--- src/rtl/ascon_perm_ctrl.sv ---
// Round sequencer for the 320-bit ASCON permutation datapath.
// Runs p12 (rounds 0..11) or p6 (rounds 6..11) per accepted start and drives registered Moore outputs.
module ascon_perm_ctrl #(
    parameter int ROUND_W    = 4,
    parameter int LAST_ROUND = 11,
    parameter int P12_FIRST  = 0,
    parameter int P6_FIRST   = LAST_ROUND - 5
) (
    input  logic               clock_i,
    input  logic               resetb_i,
    input  logic               start_i,
    input  logic               mode_i,
    output logic [ROUND_W-1:0] round_o,
    output logic               data_sel_o,
    output logic               en_reg_state_o,
    output logic               busy_o,
    output logic               done_o
);

    typedef enum logic [1:0] {
        ST_IDLE        = 2'd0,
        ST_ROUND_FIRST = 2'd1,
        ST_ROUND_RUN   = 2'd2,
        ST_DONE        = 2'd3
    } state_t;

    localparam logic [ROUND_W-1:0] ROUND_ZERO = ROUND_W'(0);
    localparam logic [ROUND_W-1:0] ROUND_ONE  = ROUND_W'(1);
    localparam logic [ROUND_W-1:0] ROUND_LAST = ROUND_W'(LAST_ROUND);
    localparam logic [ROUND_W-1:0] ROUND_P12  = ROUND_W'(P12_FIRST);
    localparam logic [ROUND_W-1:0] ROUND_P6   = ROUND_W'(P6_FIRST);

    state_t             state_r;
    state_t             next_state_s;
    logic [ROUND_W-1:0] round_next_s;
    logic               data_sel_next_s;
    logic               en_next_s;
    logic               busy_next_s;
    logic               done_next_s;

    // State and round-index register; round_o is the register itself.
    always_ff @(posedge clock_i or posedge resetb_i) begin
        if (resetb_i) begin
            state_r <= ST_IDLE;
            round_o <= ROUND_ZERO;
        end else begin
            state_r <= next_state_s;
            round_o <= round_next_s;
        end
    end

    // Next-state and next-round selection.
    always_comb begin
        next_state_s = ST_IDLE;
        round_next_s = ROUND_ZERO;
        case (state_r)
            ST_IDLE, ST_DONE: begin
                // DONE behaves like IDLE for a new request, which gives back-to-back runs.
                if (start_i) begin
                    next_state_s = ST_ROUND_FIRST;
                    round_next_s = mode_i ? ROUND_P6 : ROUND_P12;
                end else begin
                    next_state_s = ST_IDLE;
                    round_next_s = ROUND_ZERO;
                end
            end
            ST_ROUND_FIRST: begin
                if (round_o >= ROUND_LAST) begin
                    next_state_s = ST_DONE;
                    round_next_s = ROUND_LAST;
                end else begin
                    next_state_s = ST_ROUND_RUN;
                    round_next_s = round_o + ROUND_ONE;
                end
            end
            ST_ROUND_RUN: begin
                // Saturating compare keeps the index inside 0..LAST_ROUND even on a corrupted value.
                if (round_o >= ROUND_LAST) begin
                    next_state_s = ST_DONE;
                    round_next_s = ROUND_LAST;
                end else begin
                    next_state_s = ST_ROUND_RUN;
                    round_next_s = round_o + ROUND_ONE;
                end
            end
            default: begin
                next_state_s = ST_IDLE;
                round_next_s = ROUND_ZERO;
            end
        endcase
    end

    // Output decode from the next state so the registered outputs line up with state_r.
    always_comb begin
        data_sel_next_s = 1'b0;
        en_next_s       = 1'b0;
        busy_next_s     = 1'b0;
        done_next_s     = 1'b0;
        case (next_state_s)
            ST_IDLE: begin
                data_sel_next_s = 1'b0;
                en_next_s       = 1'b0;
                busy_next_s     = 1'b0;
                done_next_s     = 1'b0;
            end
            ST_ROUND_FIRST: begin
                data_sel_next_s = 1'b0;
                en_next_s       = 1'b1;
                busy_next_s     = 1'b1;
                done_next_s     = 1'b0;
            end
            ST_ROUND_RUN: begin
                data_sel_next_s = 1'b1;
                en_next_s       = 1'b1;
                busy_next_s     = 1'b1;
                done_next_s     = 1'b0;
            end
            ST_DONE: begin
                data_sel_next_s = 1'b1;
                en_next_s       = 1'b0;
                busy_next_s     = 1'b0;
                done_next_s     = 1'b1;
            end
            default: begin
                data_sel_next_s = 1'b0;
                en_next_s       = 1'b0;
                busy_next_s     = 1'b0;
                done_next_s     = 1'b0;
            end
        endcase
    end

    // Output registers.
    always_ff @(posedge clock_i or posedge resetb_i) begin
        if (resetb_i) begin
            data_sel_o     <= 1'b0;
            en_reg_state_o <= 1'b0;
            busy_o         <= 1'b0;
            done_o         <= 1'b0;
        end else begin
            data_sel_o     <= data_sel_next_s;
            en_reg_state_o <= en_next_s;
            busy_o         <= busy_next_s;
            done_o         <= done_next_s;
        end
    end

endmodule

--- config.mk ---
export PLATFORM = sky130hd
export DESIGN_NAME = ascon_perm_ctrl
export DESIGN_NICKNAME = d
export VERILOG_FILES = /design/src/rtl/ascon_perm_ctrl.sv
export SDC_FILE = /design/constraint.sdc
export NUM_CORES = 1
export LEC_CHECK = 0
export ABC_AREA = 1
export CORE_AREA = 2 2 39 41
export CTS_CLUSTER_SIZE = 10
export DETAILED_ROUTE_END_ITERATION = 6
export DIE_AREA = 0 0 41 43
export DONT_BUFFER_PORTS = 1
export GPL_TIMING_DRIVEN = 0
export PLACE_DENSITY = 0.45
export SLEW_MARGIN = 20
export SYNTH_ARGS = -nofsm -noshare
export SYNTH_HDL_FRONTEND = slang
export SYNTH_SLANG_ARGS = --single-unit
--- constraint.sdc ---
create_clock -name clock_i -period 2.8 [get_ports clock_i]
set_input_delay 0.14 -clock clock_i [delete_from_list [all_inputs] [get_ports clock_i]]
set_output_delay 0.14 -clock clock_i [all_outputs]
set_load 0.05 [all_outputs]
After elaboration in Yosys (flattened, before gate mapping)

Index checks and enable logic that the tools add are counted.

Add/sub/neg operators: 1
Magnitude comparators: 1
Eq/ne operators: 6
Mux-type cells: 10
Reduce and logical (&&, ||, !) cells: 9

Operator list:

| kind                | count |
|---|---|
| $reduce_or 2->1     | 6 |
| $eq 2x2->1 const B  | 4 |
| $pmux 4 s2          | 1 |
| $mux 3              | 2 |
| $pmux 1 s2          | 3 |
| $add 4x1->4 const B | 1 |
| $eq 2x1->1 const B  | 2 |
| $ge 4x4->1 const B  | 1 |
| $logic_not 2->1     | 2 |
| $mux 4              | 1 |
| $pmux 2 s2          | 1 |
| $reduce_or 3->1     | 1 |
| $mux 1              | 2 |

Register bits after elaboration: 9
Input port bits: 4
Output and inout bits: 8
Word-level logic and storage cells: 32

Depth between registers and ports, before layout

Gate-level depths: netlist of the first run.

Word-level depth: 6
Gate-level depth with buffers: 6
Gate-level depth less buffers: 6

Worst setup path before layout of the first run

Ideal clock, no wire load.

Kind: register to register
From: reg round_o[0]
To: reg state_r[0]
Arrival: 1.258 ns
Slack: 1.427 ns
Stages on the path, launching flop included: 6
Path buffers: 0
Cells stage by stage: dfrtp_1 ha_1 o21ai_4 inv_1 nand2_2 nand2_2

Cells in the longest elaborated chain, start to end: 3

Ends and longest elaborated chain:

| element                  | line   | RTL |
|---|---|---|
| start: declaration       | 13     | `output logic [ROUND_W-1:0] round_o,` |
| start signal: assignment | 48     | `round_o <= round_next_s;` |
| $ge 4x4->1               | 68, 78 |  |
| $mux 1                   | 68, 78 |  |
| $pmux 2 s2               | 56     | `case (state_r)` |
| net next_state_s[0]      | 34     | `state_t next_state_s;` |
| end signal: assignment   | 47     | `state_r <= next_state_s;` |
| end: declaration         | 33     | `state_t state_r;` |

The timed path passes the listed nets, and every way through them passes these cells.

Final worst setup path of the first run

Ends and elaborated chain as after synthesis.

==> results of run 1 <==
[critical path: stages, from the launching register on]
cell	delay, ps
sky130_fd_sc_hd__dfrtp_1	600
sky130_fd_sc_hd__ha_1	370
sky130_fd_sc_hd__o21ai_4	200
sky130_fd_sc_hd__inv_1	70
sky130_fd_sc_hd__nand2_2	70
sky130_fd_sc_hd__nand2_2	50
[kinds of logic after synthesis]
kind of cell	synth area share, %
compound gates	5.94
fa+ha+maj	2.97
buf+inv	11.3
flops	53.4
simple gates	26.4
[report_power, final]
part / switching [mW] / internal [mW] / leakage (nW)
Sequential: 0.168 / 0.176 / 0.114
Clock: 0.0477 / 0.0549 / 0.0150
Combinational: 0.137 / 0.0704 / 0.156
[routing by layer]
layer / GRT usage [%] / share of wire, % / vias up
met3: 4.19 / 6.9 / 0
met4: 8.00 / 0 / 0
met2: 12.2 / 46 / 7
li1: - / - / 140
met1: 13.5 / 47 / 129
met5: 0 / 0 / -
[flip-flops by register name, summed over array words and instances (netlist names)]
| register | cells |
|---|---|
| round_o | 4 |
| data_sel_o | 1 |
| state_r | 2 |
| done_o | 1 |
| busy_o | 1 |
[synth_stat cells (all sizes together)]
cell type	number	area (um^2)
a21oi	1	8.76
buf	1	7.51
dfrtp	9	225
ha	1	12.5
inv	10	40.0
nand2	16	87.6
nand3	2	10.0
nand4	1	6.26
nor2	2	7.51
o21ai	1	16.3
[path summary, 6_finish.rpt]
path,depth (start not counted),slack [ps],to
setup / recovery,5,1330,state_r[0]$_DFF_PP0_
min in group asynchronous,2,280,round_o[3]$_DFF_PP0_
hold / removal,2,70,round_o[2]$_DFF_PP0_
setup reg to reg,5,1330,state_r[0]$_DFF_PP0_
max in group asynchronous,2,2270,state_r[0]$_DFF_PP0_
hold reg to reg,2,560,data_sel_o$_DFF_PP0_
[through the flow]
stage	cell area (um^2)	setup WS, ps	hold WS [ps]	instances	power, mW
6_report	488	1330	65.7	66	0.654
5_1_grt	488	1250	80.0	66	0.702
4_1_cts	488	1320	72.6	66	0.658
3_5_place_dp	442	1340	15.3	60	0.554
3_3_place_gp	442	1350	4.84	60	0.548
2_1_floorplan	422	1430	-32.1	44	0.522
[area by class of cell]
| cell class | instances | area share, % |
|---|---|---|
| Sequential cell | 9 | 46.2 |
| Clock buffer | 4 | 5.38 |
| Tap cell | 16 | 4.10 |
| Inverter | 10 | 8.21 |
| Timing Repair Buffer | 2 | 4.10 |
| Multi-Input combinational cell | 24 | 30.5 |
| Buffer | 1 | 1.54 |
[what timing repair did]
action	CTS	global route
hold endpoints to repair	11	0
hold buffers	2	0
resized for setup	0	0
==> flow_summary_export.csv, run 1 <==
group,metric,value,unit
worst_hold_path,hp-class,"in2reg",
setup_path,critPathCaptureType,"flip-flop",
logic_synthesis,post_synthesis_cell_area,422,um^2
flow_run,cap_viol_max_count,0,
place,routabilityCongestion,0.704,
finish,finalCoreUtilization,35.3,%
sta,clock.fmax,679,MHz
setup_path,critPathRequiredTime,2950,ps
clocking,tritoncts_num_sinks,9,
detailed_routing,drt_first_iter_violations,4,
clocking,clk_pin_slew_worst_paths,70,ps
run_status,status,"finished clean",
clocking,cts_inserted_buffers,3,
logic_synthesis,synth.ff_latch_count,9,
detailed_routing,wl,697,um
logic_synthesis,synth_warnings,0,
sta,setup_viol,0,
floorplanning,core_area,1380,um^2
worst_hold_path,hp-start,"mode_i",
sta,min_period,1470,ps
detailed_routing,via_total_after_detailed_routing,276,
grt,number_of_antenna_violations_at_the_first_check_in_global_routing,0,
finish,n_antenna_cell,0,
logic_synthesis,synth-seq-area-share,53.4,%
clocking,cts.root.buffer_cell,"sky130_fd_sc_hd__clkbuf_4",
setup_path,critical_path.max_fanout,5,
grt,grt_pass1_vias,256,
logic_synthesis,synthesis.nets,49,
floorplanning,initial_utilization,30.5,%
detailed_routing,route.detailed.vias_per_inst,4.18,
logic_synthesis,synthesis.area_per_instance,9.58,um^2
setup_path,critical_path.startpoint_type,"flip-flop",
detailed_routing,drc_errors,0,
clocking,htree_levels,1,
sta,timing.final.max_slew_violations,0,
grt,largest_net_degree_at_the_start_of_global_routing,10,
power_and_ir_drop,ir_drop,443,uV
finish,seq_area,225,um^2
setup_path,critPathArrivalTime,1620,ps
clocking,cts_tree,"built",
sta,final_hold_viol_count,0,
clocking,clock_path_buffers,2,
sta,finalClockSkew,8.00,ps
place,hpwl,527,um
floorplanning,die_w,41,um
grt,globalRouteTotalUtil,10.1,%
sta,tightestPinTransition,609,ps
finish,layout-drive-gt1-share,28.0,%
setup_path,reg2reg_start,"round_o[0]$_DFF_PP0_",
setup_path,worstSetupStartpoint,"round_o[0]$_DFF_PP0_",
sta,period_share,52.6,%
power_and_ir_drop,power_per_cell_area,1340,nW/um^2
detailed_routing,routedWlPerCell,10.6,um
logic_synthesis,netlist_instances,44,
sta,fin_setup_tns,0,ps
finish,multi_input_comb_area,149,um^2
setup_path,path_class,"reg2reg",
finish,design.final.nets,56,
clocking,post-cts-setup-buffer-count,0,
finish,fillers,143,
finish,area_delta_synth_final,15.7,%
finish,final_cell_mix,"sky130_fd_sc_hd__inv_1 (9), sky130_fd_sc_hd__nand2_1 (9), sky130_fd_sc_hd__dfrtp_1 (9)",
place,placement.io_buffers,0,
detailed_routing,detail-route-antenna-nets,0,
power_and_ir_drop,leakage,0.285,nW
logic_synthesis,synthDistinctLibCells,13,
floorplanning,die_height,43,um
grt,grt_first_pass_wirelength,1160,um
sta,unrepaired_setup_endpoints_after_global_routing,"no",
clocking,latest_clock_arrival_within_the_worst_skew_pair,260,ps
floorplanning,io_pins,12,
detailed_routing,drt_first_pass_iters,3,
grt,global_route.overflow_total,0,
floorplanning,floorplan.die_area,1760,um^2
sta,timing.slew.headroom,59.4,%
floorplanning,num_rows,14,
Power figures use the tool's default switching activity.
==> inputs of run 2 (changes only) <==
- ABC_AREA: 1 -> 0
- PLACE_DENSITY: 0.45 -> 0.42
- clock period: 2.8 -> 1.4 ns (I/O delays scaled with it)
==> flow_summary_export.csv, run 2 <==
group,metric,value,unit
setup_path,critical_path.reg2reg.endpoint,"state_r[0]$_DFF_PP0_",
logic_synthesis,synthDistinctLibCells,17,
setup_path,critical_path.max_fanout,4,
logic_synthesis,synthSimpleGateAreaFrac,9.67,%
sta,final_hold_viol_count,0,
logic_synthesis,synth-xor-area-share,9.67,%
setup_path,crit_slowest_cell,"sky130_fd_sc_hd__dfrtp_2",
logic_synthesis,synth-seq-area-share,60.0,%
setup_path,critPathCaptureType,"flip-flop",
logic_synthesis,synth.ff_latch_count,9,
clocking,clock_path_buffers,2,
setup_path,reg2reg_depth,4,
detailed_routing,routedWlPerCell,12.5,um
sta,tightestPinTransition,616,ps
logic_synthesis,post-synth-top-count-cell,"sky130_fd_sc_hd__dfrtp_1",
detailed_routing,detail-route-antenna-nets,0,
finish,largest_register_ff_count,4,
grt,global_route.overflow_total,0,
finish,layout-drive-gt1-share,34.3,%
clocking,clk_pin_slew_worst_paths,60,ps
clocking,htree_levels,1,
logic_synthesis,synthesis.nets,34,
setup_path,worst_path_largest_cell_delay,520,ps
logic_synthesis,post_synth_fa_ha_maj_area_fraction,3.33,%
detailed_routing,drt_first_iter_violations,3,
finish,largest_register,"round_o",
floorplanning,io_pins,12,
floorplanning,initial_utilization,27.1,%
worst_hold_path,hp-class,"in2reg",
sta,unrepaired_setup_endpoints_after_global_routing,"no",
logic_synthesis,synth_warnings,0,
detailed_routing,wl,635,um
detailed_routing,via_total_after_detailed_routing,220,
logic_synthesis,netlist_instances,29,
sta,period_share,94.1,%
sta,finalClockSkew,2.84,ps
finish,finalCoreUtilization,32.9,%
sta,fin_setup_tns,0,ps
finish,design.final.nets,41,
logic_synthesis,synthesis.area_per_instance,12.9,um^2
setup_path,regToRegSetupSlack,80,ps
sta,setup_viol,0,
sta,clock.fmax,759,MHz
logic_synthesis,synth_enable_flop_cells,0,
setup_path,critPathArrivalTime,1470,ps
grt,largest_net_degree_at_the_start_of_global_routing,10,
floorplanning,num_rows,14,
floorplanning,floorplan.die_area,1760,um^2
floorplanning,die_height,43,um
finish,final_cell_mix,"sky130_fd_sc_hd__dfrtp_1 (7), sky130_fd_sc_hd__nor2_1 (4), sky130_fd_sc_hd__clkbuf_4 (3)",
sta,timing.final.max_slew_violations,0,
sta,min_period,1320,ps
floorplanning,die_w,41,um
flow_run,cap_viol_max_count,0,
finish,reg.largest.list,"round_o: 4 flops, state_r: 2 flops",
logic_synthesis,synth_largest_area_cell,"sky130_fd_sc_hd__dfrtp_1",
worst_hold_path,min_delay_worst_endpoint,"round_o[2]$_DFF_PP0_",
finish,instances_no_fill,51,
logic_synthesis,yosys-top-cells-count,"sky130_fd_sc_hd__dfrtp_1 (9), sky130_fd_sc_hd__nor2_1 (4), sky130_fd_sc_hd__inv_1 (2)",
grt,grt_first_pass_wirelength,1040,um
clocking,tritoncts_num_sinks,9,
place,number_of_instances_in_the_placed_design,45,
logic_synthesis,ys_dominant_reg_cell,"sky130_fd_sc_hd__dfrtp_1",
floorplanning,core_area,1380,um^2
setup_path,path_class,"reg2reg",
run_status,status,"finished clean",
logic_synthesis,synthDominantCellAreaShare,60.0,%
worst_hold_path,hp-start,"start_i",
clocking,cts_inserted_buffers,3,
logic_synthesis,post_synthesis_cell_area,375,um^2
setup_path,critical_path.cell_chain,"ha_1 -> o21ai_4 -> nor2_4 -> a21o_1",
setup_path,reg2reg_start,"round_o[0]$_DFF_PP0_",
grt,number_of_antenna_violations_at_the_first_check_in_global_routing,0,
place,routabilityCongestion,0.718,
setup_path,critPathRequiredTime,1550,ps
detailed_routing,route.detailed.vias_per_inst,4.31,
clocking,post-cts-setup-buffer-count,0,
logic_synthesis,post_synth_mux_area_share,0,%
clocking,cts.root.buffer_cell,"sky130_fd_sc_hd__clkbuf_4",
logic_synthesis,synth_top_family_by_area,"compound AO/OA/AOI/OAI gates",
place,hpwl,482,um
finish,area_delta_synth_final,21.3,%
worst_hold_path,hold_crit_depth,2,
logic_synthesis,async_reset_ff_share,100,%
clocking,cts_tree,"built",
place,placement.io_buffers,0,
finish,layout.cells.most_common,"sky130_fd_sc_hd__dfrtp_1",
detailed_routing,drt_first_pass_iters,2,
setup_path,critical_path.startpoint_type,"flip-flop",
sta,timing.slew.headroom,59.0,%
logic_synthesis,netlist_top_cells_area,"sky130_fd_sc_hd__dfrtp_1 (60%), sky130_fd_sc_hd__xnor2_4 (7.3%), sky130_fd_sc_hd__nor2_1 (4.0%)",
clocking,latest_clock_arrival_within_the_worst_skew_pair,250,ps
grt,grt_pass1_vias,256,
detailed_routing,drc_errors,0,
logic_synthesis,synth_compound_gate_area_share,11.7,%
grt,globalRouteTotalUtil,9.53,%
finish,n_antenna_cell,0,
## run 2: cell count changes after synthesis, moves of 2 or more
cell,previous run,this run
sky130_fd_sc_hd__nand2_1,9,1
sky130_fd_sc_hd__nor2_1,2,4
sky130_fd_sc_hd__nand3_1,2,0
sky130_fd_sc_hd__nand2_4,2,0
sky130_fd_sc_hd__inv_1,9,2
sky130_fd_sc_hd__nand2_2,5,1
## run 2: worst max-delay path by stage
stage,start,to,slack [ps],cells past startpoint
finish,round_o[0]$_DFF_PP0_,state_r[0]$_DFF_PP0_,80,4
global route,round_o[0]$_DFF_PP0_,state_r[0]$_DFF_PP0_,20,4
CTS,round_o[0]$_DFF_PP0_,state_r[0]$_DFF_PP0_,60,4
detailed placement,round_o[0]$_DFF_PP0_,state_r[0]$_DFF_PP0_,-20,4
global placement,round_o[0]$_DFF_PP0_,state_r[0]$_DFF_PP0_,-30,4
floorplan,round_o[0]$_DFF_PP0_,state_r[0]$_DFF_PP0_,60,4
## run 2: stage by stage
stage | hold WS [ps] | area (um^2) | setup WS (ps)
floorplan | -102 | 378 | 58.7
global placement | -58.4 | 398 | -25.1
detailed placement | -52.6 | 398 | -15.4
CTS | 0.930 | 448 | 60.2
global route | 19.7 | 455 | 23.1
finish | 14.6 | 455 | 82.0
## run 2: final cells by class
class	instances	area (um^2)
inverters	3	13.8
plain buffers	1	7.51
multi-input cells	16	140
repair buffers	2	20.0
clock buffers	4	26.3
well taps	16	20.0
fillers	148	928
flip-flops and latches	9	228
## run 2: cell families after synthesis
group | Yosys count
buffers and inverters | 4
and+or+nand+nor | 7
DFF | 9
xor gates and xnor gates | 2
adders and majority gates | 1
AOI/OAI and AO/OA | 6
## run 2: layer usage
layer	track usage (%)	share of wire (%)	vias to the layer above	wire [um]
met4	10.0	0	0	0
met3	3.66	8.5	0	54
met2	13.1	51	8	323
met1	9.97	40	105	257
met5	0	0	-	0
li1	-	-	107	-
## run 2: repair_timing
item                                    CTS  global route
hold buffers                              2             0
gates resized for setup                   1             1
endpoints found under the setup margin    1             1
endpoints found under the hold margin    11             0
## run 2: worst max-delay path: cells and delay by family (launching register included)
kind / cells / cell delay (ps)
AOI/OAI and AO/OA: 2 / 340
adders and majority gates: 1 / 300
DFF: 1 / 520
and+or+nand+nor: 1 / 50
Power of run 2 is left out: the tool's default activity adds up to more than one toggle a clock period on the data nets, which glitch-free logic cannot reach.
==> inputs of run 3 (changes only) <==
- CELL_PAD_IN_SITES_DETAIL_PLACEMENT: default -> 0
- CELL_PAD_IN_SITES_GLOBAL_PLACEMENT: default -> 1
- PLACE_DENSITY: 0.42 -> 0.5
==> flow_summary_export.csv, run 3 (synthesized netlist as in run 2, its figures left out) <==
group,metric,value,unit
setup_path,critPathCaptureType,"flip-flop",
setup_path,worstSetupStartpoint,"round_o[0]$_DFF_PP0_",
sta,clock.fmax,741,MHz
place,dp_worst_setup_slack,-33.4,ps
worst_hold_path,hp-class,"in2reg",
detailed_routing,detail-route-antenna-nets,0,
setup_path,critical_path.cell_chain,"ha_1 -> o21ai_4 -> nor2_4 -> a21o_1",
setup_path,path_class,"reg2reg",
finish,design.final.nets,41,
grt,global_route.overflow_total,0,
detailed_routing,drt_first_pass_iters,2,
finish,layout-drive-gt1-share,34.3,%
detailed_routing,drc_errors,0,
setup_path,critical_path.max_fanout,4,
detailed_routing,drt_first_iter_violations,3,
place,routabilityCongestion,0.684,
sta,fin_setup_tns,0,ps
grt,largest_net_degree_at_the_start_of_global_routing,10,
clocking,post-cts-setup-buffer-count,0,
setup_path,reg2reg_depth,4,
setup_path,reg2reg_start,"round_o[0]$_DFF_PP0_",
setup_path,worst_path_largest_cell_delay,530,ps
sta,timing.slew.headroom,58.6,%
setup_path,critPathArrivalTime,1500,ps
finish,layout.cells.most_common,"sky130_fd_sc_hd__dfrtp_1",
clocking,clock_path_buffers,2,
clocking,clk_pin_slew_worst_paths,60,ps
sta,period_share,96.3,%
place,hpwl,464,um
finish,final_cell_mix,"sky130_fd_sc_hd__dfrtp_1 (7), sky130_fd_sc_hd__nor2_1 (4), sky130_fd_sc_hd__clkbuf_4 (3)",
finish,finalCoreUtilization,32.9,%
clocking,tritoncts_num_sinks,9,
detailed_routing,via_total_after_detailed_routing,222,
finish,n_antenna_cell,0,
run_status,status,"finished clean",
floorplanning,die_height,43,um
sta,finalClockSkew,0.477,ps
clocking,htree_levels,1,
clocking,cts_inserted_buffers,3,
grt,grt_first_pass_wirelength,1050,um
detailed_routing,wl,630,um
floorplanning,die_w,41,um
detailed_routing,route.detailed.vias_per_inst,4.35,
clocking,cts_tree,"built",
detailed_routing,routedWlPerCell,12.4,um
clocking,latest_clock_arrival_within_the_worst_skew_pair,250,ps
sta,setup_viol,0,
grt,globalRouteTotalUtil,9.88,%
sta,timing.final.max_slew_violations,0,
floorplanning,io_pins,12,
setup_path,critical_path_endpoint,"state_r[0]$_DFF_PP0_",
floorplanning,core_area,1380,um^2
sta,tightestPinTransition,621,ps
finish,reg.largest.list,"round_o: 4 flops, state_r: 2 flops",
setup_path,critPathRequiredTime,1550,ps
finish,largest_register_ff_count,4,
finish,area_delta_synth_final,21.3,%
grt,grt_pass1_vias,246,
sta,final_hold_viol_count,0,
clocking,cts.root.buffer_cell,"sky130_fd_sc_hd__clkbuf_4",
setup_path,crit_slowest_cell,"sky130_fd_sc_hd__dfrtp_2",
setup_path,critical_path.startpoint_type,"flip-flop",
floorplanning,floorplan.die_area,1760,um^2
setup_path,critical_path.reg2reg.endpoint,"state_r[0]$_DFF_PP0_",
sta,fin_worst_setup_slack,51.2,ps
sta,unrepaired_setup_endpoints_after_global_routing,"no",
floorplanning,initial_utilization,27.1,%
flow_run,cap_viol_max_count,0,
grt,number_of_antenna_violations_at_the_first_check_in_global_routing,0,
floorplanning,num_rows,14,
sta,min_period,1350,ps
setup_path,regToRegSetupSlack,50,ps
finish,largest_register,"round_o",
place,placement.io_buffers,0,
==> run 3: cell counts in the layout (fill, tap and decap cells not counted) <==
Identical to the previous run, type by type.
==> run 3: worst min-delay path by stage <==
stage / from / end / slack, ps / cells past startpoint
after global placement: resetb_i / data_sel_o$_DFF_PP0_ / -70 / 1
after CTS: start_i / round_o[2]$_DFF_PP0_ / 10 / 2
after global routing: start_i / round_o[2]$_DFF_PP0_ / 10 / 2
after floorplan: resetb_i / busy_o$_DFF_PP0_ / -100 / 1
final: start_i / round_o[2]$_DFF_PP0_ / 10 / 2
after detailed placement: resetb_i / data_sel_o$_DFF_PP0_ / -70 / 1
==> run 3: critical path: cells and delay by family, from the launching register on <==
| family | cells | cell delay [ps] |
|---|---|---|
| AOI/OAI and AO/OA | 2 | 360 |
| adders and majority gates | 1 | 300 |
| DFF | 1 | 530 |
| and+or+nand+nor | 1 | 50 |
==> run 3: metal layers <==
metal | vias up | GRT usage (%) | share of wire, %
li1 | 108 | - | -
met1 | 108 | 10.8 | 43
met2 | 6 | 12.8 | 52
met4 | 0 | 8.00 | 0
met5 | - | 0 | 0
met3 | 0 | 6.28 | 4.6
==> run 3: final cells by class <==
cell class                      instances  area (um^2)
Buffer                                  1         7.51
Clock buffer                            4         26.3
Fill cell                             136          928
Inverter                                3         13.8
Multi-Input combinational cell         16          140
Sequential cell                         9          228
Tap cell                               16         20.0
Timing Repair Buffer                    2         20.0
==> run 3: per-stage QoR <==
step           hold slack, ps  cells  instance area [um^2]
5_1_grt                  10.3     51                   455
4_1_cts                  11.6     51                   448
3_5_place_dp            -69.3     45                   398
2_1_floorplan            -102     29                   378
6_report                 13.6     51                   455
3_3_place_gp            -66.5     45                   398
==> run 3: timing repair <==
item	CTS	global route
setup endpoints to repair	1	1
hold buffers	2	0
hold endpoints to repair	11	0
resized for setup	1	1
Power of run 3 is left out for the same reason.
